`config.mk`:
```
export PLATFORM = sky130hd
export DESIGN_NAME = regfile_write_arbiter
export DESIGN_NICKNAME = d
export VERILOG_FILES = /design/src/rtl/regfile_write_arbiter_pkg.sv /design/src/rtl/regfile_write_arbiter_rr_arbiter2.sv /design/src/rtl/regfile_write_arbiter.sv
export SDC_FILE = /design/constraint.sdc
export NUM_CORES = 1
export LEC_CHECK = 0
export BUFFER_PORTS_ARGS = -buffer_cell sky130_fd_sc_hd__buf_2
export CORE_MARGIN = 2
export CORE_UTILIZATION = 45
export DETAILED_ROUTE_END_ITERATION = 6
export PLACE_DENSITY = 0.9
export REMOVE_ABC_BUFFERS = 1
export SLEW_MARGIN = 15
export SYNTH_ARGS = -nofsm -noshare
export SYNTH_HDL_FRONTEND = slang
export SYNTH_HIERARCHICAL = 1
export SYNTH_SLANG_ARGS = --single-unit
```
`constraint.sdc`:
```
create_clock -name clk -period 3.5 [get_ports clk]
set_input_delay 1.05 -clock clk [delete_from_list [all_inputs] [get_ports clk]]
set_output_delay 1.05 -clock clk [all_outputs]
set_load 0.1 [all_outputs]
```
`src/rtl/regfile_write_arbiter_pkg.sv`:
```
// Shared definitions for the register-file write-port arbiter.
//  REG_COUNT : number of architectural registers (x0..x31)
//  ZERO_REG  : index of the hard-wired zero register, never written
//  state_t   : top-level sequencing state (zero-clear sweep, then arbitration)
package regfile_write_arbiter_pkg;

    localparam int REG_COUNT = 32;
    localparam int ZERO_REG  = 0;

    typedef enum logic {
        ST_CLEAR = 1'b0,
        ST_ARB   = 1'b1
    } state_t;

endpackage

```
`src/rtl/regfile_write_arbiter_rr_arbiter2.sv`:
```
// Two-way round-robin arbiter.
//  clk, reset : rising-edge clock, synchronous active-high reset
//  req[1:0]   : request vector (bit 0 = requester 0, bit 1 = requester 1)
//  enable     : when low no grant is issued and the pointer holds
//  grant[1:0] : one-hot (or zero) grant, combinational from req/enable/rr_ptr
// rr_ptr names the requester favoured on a tie; it moves to the other
// requester after every grant and holds on idle cycles.
module rr_arbiter2 (
    input  logic       clk,
    input  logic       reset,
    input  logic [1:0] req,
    input  logic       enable,
    output logic [1:0] grant
);

    logic rr_ptr;

    // Grant selection: a lone request always wins, a tie goes to rr_ptr.
    always_comb begin
        grant = 2'b00;
        if (enable) begin
            case (req)
                2'b01:   grant = 2'b01;
                2'b10:   grant = 2'b10;
                2'b11:   grant = rr_ptr ? 2'b10 : 2'b01;
                default: grant = 2'b00;
            endcase
        end else begin
            grant = 2'b00;
        end
    end

    // Fairness pointer: after granting requester 0 favour requester 1, and vice versa.
    always_ff @(posedge clk) begin
        if (reset) begin
            rr_ptr <= 1'b0;
        end else if (grant != 2'b00) begin
            rr_ptr <= grant[0];
        end else begin
            rr_ptr <= rr_ptr;
        end
    end

endmodule

```
`src/rtl/regfile_write_arbiter.sv`:
```
// Owner of the single register-file write port.
// After reset it zero-clears x1..x31 (one register per cycle), then shares the
// port between the core writeback (req0) and a secondary writer (req1) with
// round-robin arbitration. All write-port outputs are registered.
//  clk, reset            : rising-edge clock, synchronous active-high reset
//  req0_valid/addr/data  : writeback request, req0_ready = accepted this cycle
//  req1_valid/addr/data  : secondary request, req1_ready = accepted this cycle
//  regwrite_o            : register-file write enable
//  write_register_o      : register-file write index
//  write_data_o          : register-file write data
//  busy_o                : zero-clear sweep in progress
//  grant_id_o            : requester owning the current write (0 during sweep)
module regfile_write_arbiter
    import regfile_write_arbiter_pkg::*;
#(
    parameter int DATA_WIDTH     = 32,
    parameter int ADDR_WIDTH     = 5,
    parameter int CLEAR_ON_RESET = 1
) (
    input  logic                  clk,
    input  logic                  reset,
    input  logic                  req0_valid,
    input  logic [ADDR_WIDTH-1:0] req0_addr,
    input  logic [DATA_WIDTH-1:0] req0_data,
    output logic                  req0_ready,
    input  logic                  req1_valid,
    input  logic [ADDR_WIDTH-1:0] req1_addr,
    input  logic [DATA_WIDTH-1:0] req1_data,
    output logic                  req1_ready,
    output logic                  regwrite_o,
    output logic [ADDR_WIDTH-1:0] write_register_o,
    output logic [DATA_WIDTH-1:0] write_data_o,
    output logic                  busy_o,
    output logic                  grant_id_o
);

    localparam state_t                RESET_STATE = (CLEAR_ON_RESET != 0) ? ST_CLEAR : ST_ARB;
    localparam logic [ADDR_WIDTH-1:0] LAST_IDX    = ADDR_WIDTH'(REG_COUNT - 1);
    localparam logic [ADDR_WIDTH-1:0] ZERO_ADDR   = ADDR_WIDTH'(ZERO_REG);
    localparam logic [ADDR_WIDTH-1:0] FIRST_IDX   = ADDR_WIDTH'(1);

    state_t                state;
    state_t                state_next;
    logic [ADDR_WIDTH-1:0] clear_idx;
    logic                  clear_last;
    logic                  arb_enable;
    logic [1:0]            grant;
    logic                  sel_valid;
    logic                  sel_id;
    logic [ADDR_WIDTH-1:0] sel_addr;
    logic [DATA_WIDTH-1:0] sel_data;

    assign clear_last = (clear_idx == LAST_IDX);

    // State register.
    always_ff @(posedge clk) begin
        if (reset) begin
            state <= RESET_STATE;
        end else begin
            state <= state_next;
        end
    end

    // Next state: the sweep ends on the cycle that issues the last index; arbitration is terminal.
    always_comb begin
        state_next = state;
        case (state)
            ST_CLEAR: state_next = clear_last ? ST_ARB : ST_CLEAR;
            ST_ARB:   state_next = ST_ARB;
            default:  state_next = RESET_STATE;
        endcase
    end

    // State-decoded outputs: busy flag and arbiter enable.
    always_comb begin
        busy_o     = 1'b0;
        arb_enable = 1'b0;
        case (state)
            ST_CLEAR: begin
                busy_o     = 1'b1;
                arb_enable = 1'b0;
            end
            ST_ARB: begin
                busy_o     = 1'b0;
                arb_enable = 1'b1;
            end
            default: begin
                busy_o     = 1'b0;
                arb_enable = 1'b0;
            end
        endcase
    end

    rr_arbiter2 u_rr_arbiter2 (
        .clk    (clk),
        .reset  (reset),
        .req    ({req1_valid, req0_valid}),
        .enable (arb_enable),
        .grant  (grant)
    );

    assign req0_ready = grant[0];
    assign req1_ready = grant[1];

    // Write mux: route the granted requester's address/data toward the output registers.
    always_comb begin
        sel_valid = 1'b0;
        sel_id    = 1'b0;
        sel_addr  = {ADDR_WIDTH{1'b0}};
        sel_data  = {DATA_WIDTH{1'b0}};
        case (grant)
            2'b01: begin
                sel_valid = 1'b1;
                sel_id    = 1'b0;
                sel_addr  = req0_addr;
                sel_data  = req0_data;
            end
            2'b10: begin
                sel_valid = 1'b1;
                sel_id    = 1'b1;
                sel_addr  = req1_addr;
                sel_data  = req1_data;
            end
            default: begin
                sel_valid = 1'b0;
                sel_id    = 1'b0;
                sel_addr  = {ADDR_WIDTH{1'b0}};
                sel_data  = {DATA_WIDTH{1'b0}};
            end
        endcase
    end

    // Sweep index: advances once per sweep cycle, restarts at x1 on every reset.
    always_ff @(posedge clk) begin
        if (reset) begin
            clear_idx <= FIRST_IDX;
        end else if (state == ST_CLEAR) begin
            clear_idx <= clear_idx + FIRST_IDX;
        end else begin
            clear_idx <= clear_idx;
        end
    end

    // Write-port registers: sweep writes zero, arbitration writes the granted
    // request. A grant to x0 is consumed without asserting the write enable,
    // and index/data hold their last real value whenever no write is issued.
    always_ff @(posedge clk) begin
        if (reset) begin
            regwrite_o       <= 1'b0;
            write_register_o <= {ADDR_WIDTH{1'b0}};
            write_data_o     <= {DATA_WIDTH{1'b0}};
            grant_id_o       <= 1'b0;
        end else begin
            case (state)
                ST_CLEAR: begin
                    regwrite_o       <= 1'b1;
                    write_register_o <= clear_idx;
                    write_data_o     <= {DATA_WIDTH{1'b0}};
                    grant_id_o       <= 1'b0;
                end
                ST_ARB: begin
                    if (sel_valid && (sel_addr != ZERO_ADDR)) begin
                        regwrite_o       <= 1'b1;
                        write_register_o <= sel_addr;
                        write_data_o     <= sel_data;
                        grant_id_o       <= sel_id;
                    end else if (sel_valid) begin
                        regwrite_o       <= 1'b0;
                        write_register_o <= write_register_o;
                        write_data_o     <= write_data_o;
                        grant_id_o       <= sel_id;
                    end else begin
                        regwrite_o       <= 1'b0;
                        write_register_o <= write_register_o;
                        write_data_o     <= write_data_o;
                        grant_id_o       <= grant_id_o;
                    end
                end
                default: begin
                    regwrite_o       <= 1'b0;
                    write_register_o <= write_register_o;
                    write_data_o     <= write_data_o;
                    grant_id_o       <= grant_id_o;
                end
            endcase
        end
    end

endmodule

```
==> flow_metrics.env <==
export IMPL_synth_seq_cells=46
export IMPL_regArea_sq_um=921
export IMPL_root_buffer="clkbuf_8"
export IMPL_multi_input_area_sq_mm=0.00116
export IMPL_nNetsFinal=432
export IMPL_fmax_ghz=0.340
export IMPL_worst_setup_path_end_kind="primary output"
export IMPL_dieWidth_um=74.4
export IMPL_synth_edff_count=0
export IMPL_netlist_area_sq_mm=0.00223
export IMPL_cts_sinks=46
export IMPL_hold_violations=0
export IMPL_crit_type="in2out"
export IMPL_synthesis_instances=243
export IMPL_netlist_area_leader_share_pct=41.3
export IMPL_io_pins=120
export IMPL_clk_pin_slew_ns=0.07
export IMPL_wirelength_mm=6.21
export IMPL_antenna_found_initial=0
export IMPL_tns_ns=0
export IMPL_p_per_area_mw_per_mm2=321
export IMPL_cp_max_fo=3
export IMPL_place_hpwl_mm=4.50
export IMPL_drive_gt1_share_pct=49.0
export IMPL_wl_per_cell_um=14.9
export IMPL_cts_resized=0
export IMPL_min_path_type="reg2reg"
export IMPL_status="finished, final reports clean"
export IMPL_drc=0
export IMPL_fillers=423
export IMPL_clk_latency_ns=0.29
export IMPL_max_slew_margin_rel_pct=52.4
export IMPL_fp_coreArea_sq_mm=0.00475
export IMPL_drtIter0Drc=123
export IMPL_clockBufferDepth=2
export IMPL_seq_area_frac_synth_pct=41.3
export IMPL_rsz0062_at_grt="false"
export IMPL_min_period_over_period_pct=84.0
export IMPL_start_util_pct=46.9
export IMPL_tightest_slew_ns=0.712
export IMPL_setup_viol=0
export IMPL_dr_pass1_iters=4
export IMPL_grt_ovfl_total=0
export IMPL_cap_violations=0
export IMPL_synth_area_top_cells="dfxtp_1 41%, a22oi_1 12%, a31o_2 12%"
export IMPL_antenna_cells=0
export IMPL_yosys_warnings=6
export IMPL_cts_buffers=5
export IMPL_grt_pass1_wl_mm=9.76
export IMPL_gp_congestion=0.778
export IMPL_area_growth_pct=32.6
export IMPL_grt_pass1_vias=2222
export IMPL_drt_antenna_violating_nets=0
export IMPL_cts_setup_buffers=0
export IMPL_cts_tree="done"
export IMPL_cts_htree_levels=2
export IMPL_post_route_worst_setup_slack_ns=0.558
export IMPL_finClkSkew_ns=0.00265
export IMPL_min_period_ns=2.94
export IMPL_grt_max_degree=33
export IMPL_leakagePower_uw=0.00126
export IMPL_place_ws_ns=0.461
export IMPL_postPlaceCellArea_sq_mm=0.00287
export IMPL_track_usage_pct=22.3
export IMPL_row_count=25
export IMPL_syn_avg_cell_area_sq_um=9.18
export IMPL_die_area_sq_mm=0.00553
export IMPL_cp_start_kind="input port"
export IMPL_synth_largest_area_cell="dfxtp_1"
export IMPL_utilization_pct=62.2
export IMPL_viasPerCell=5.80
export IMPL_maxSlewViolCount=0
export IMPL_die_h_um=74.4
export IMPL_cts_hold_buf=0
export IMPL_ys_types=33
export IMPL_ir_drop_mv=0.225
export IMPL_portBuffers=119
export IMPL_synthArstFlopShare_pct=0
export IMPL_vias=2411
export IMPL_cp_arrival_ns=1.89
export IMPL_design_area_sq_mm=0.00296
export IMPL_holdWs_ns=0.481
export IMPL_layout_cells_most_common="buf_2"
export IMPL_mostFrequentLayoutCells="119 x buf_2, 46 x dfxtp_1, 37 x a22oi_1"
export IMPL_synthFlopType="dfxtp_1"
export IMPL_cp_data_required_time_ns=2.45
[synthesized netlist by cell type, types with 4 or more instances]
master / count
ha_1: 4
inv_1: 5
clkbuf_1: 19
nor2_1: 13
nor4_1: 32
buf_1: 5
dfxtp_1: 46
o21ai_0: 4
buf_2: 4
a21oi_1: 9
a31o_2: 31
a22oi_1: 37
nand2_1: 4
[report_power, final]
| group | leakage (uW) | internal (uW) | switching [uW] |
|---|---|---|---|
| registers | 0.000372 | 531 | 7.49 |
| logic | 0.000841 | 42.4 | 53.5 |
| clock network | 0.0000431 | 152 | 161 |
[cell type report]
class / count / area share [%]
clock buffer: 6 / 2.79
inverter: 5 / 0.635
multi-input combinational: 161 / 39.4
sequential: 46 / 31.1
tap: 67 / 2.84
timing repair buffer: 131 / 23.2
[cells by family after synthesis]
kind of cell    synth area share (%)
simple gates                    14.4
buf+inv                         6.79
fa+ha+maj                       2.24
mux                             1.35
xor+xnor                        1.18
flops                           41.3
compound gates                  32.7
[through the flow]
stage          cells  total power [uW]
2_1_floorplan    212               592
3_3_place_gp     410               642
3_5_place_dp     410               646
4_1_cts          416               954
5_1_grt          416               986
6_report         416               948
[flip-flops by register name, indices dropped and copies added (netlist names)]
register,cells
u_rr_arbiter2/rr_ptr,1
write_register_o,5
write_data_o,32
state,1
grant_id_o,1
regwrite_o,1
clear_idx,5
[final timing paths]
kind | start | to | slack, ns | cells past startpoint
setup / recovery | req0_valid | req0_ready | 0.56 | 4
hold / removal | write_data_o[14] | write_data_o[14] | 0.48 | 1
setup reg to reg | state | write_data_o[26] | 1.21 | 9
hold reg to reg | write_data_o[14] | write_data_o[14] | 0.48 | 1
[routing by layer]
metal  global-route usage [%]  wire, um  part of all wire (%)  vias to the layer above
met5                        0         0                     0                        -
li1                         -         -                     -                     1169
met3                     3.79       367                   5.9                        9
met1                     27.5      2600                    42                     1133
met2                     38.8      3160                    51                      100
met4                     8.53        79                   1.3                        0
[worst max-delay path, cell delays in order]
cell	delay, ns
buf_2	0.10
nand2_1	0.06
a21oi_1	0.21
buf_2	0.47
Power figures use the tool's default switching activity.
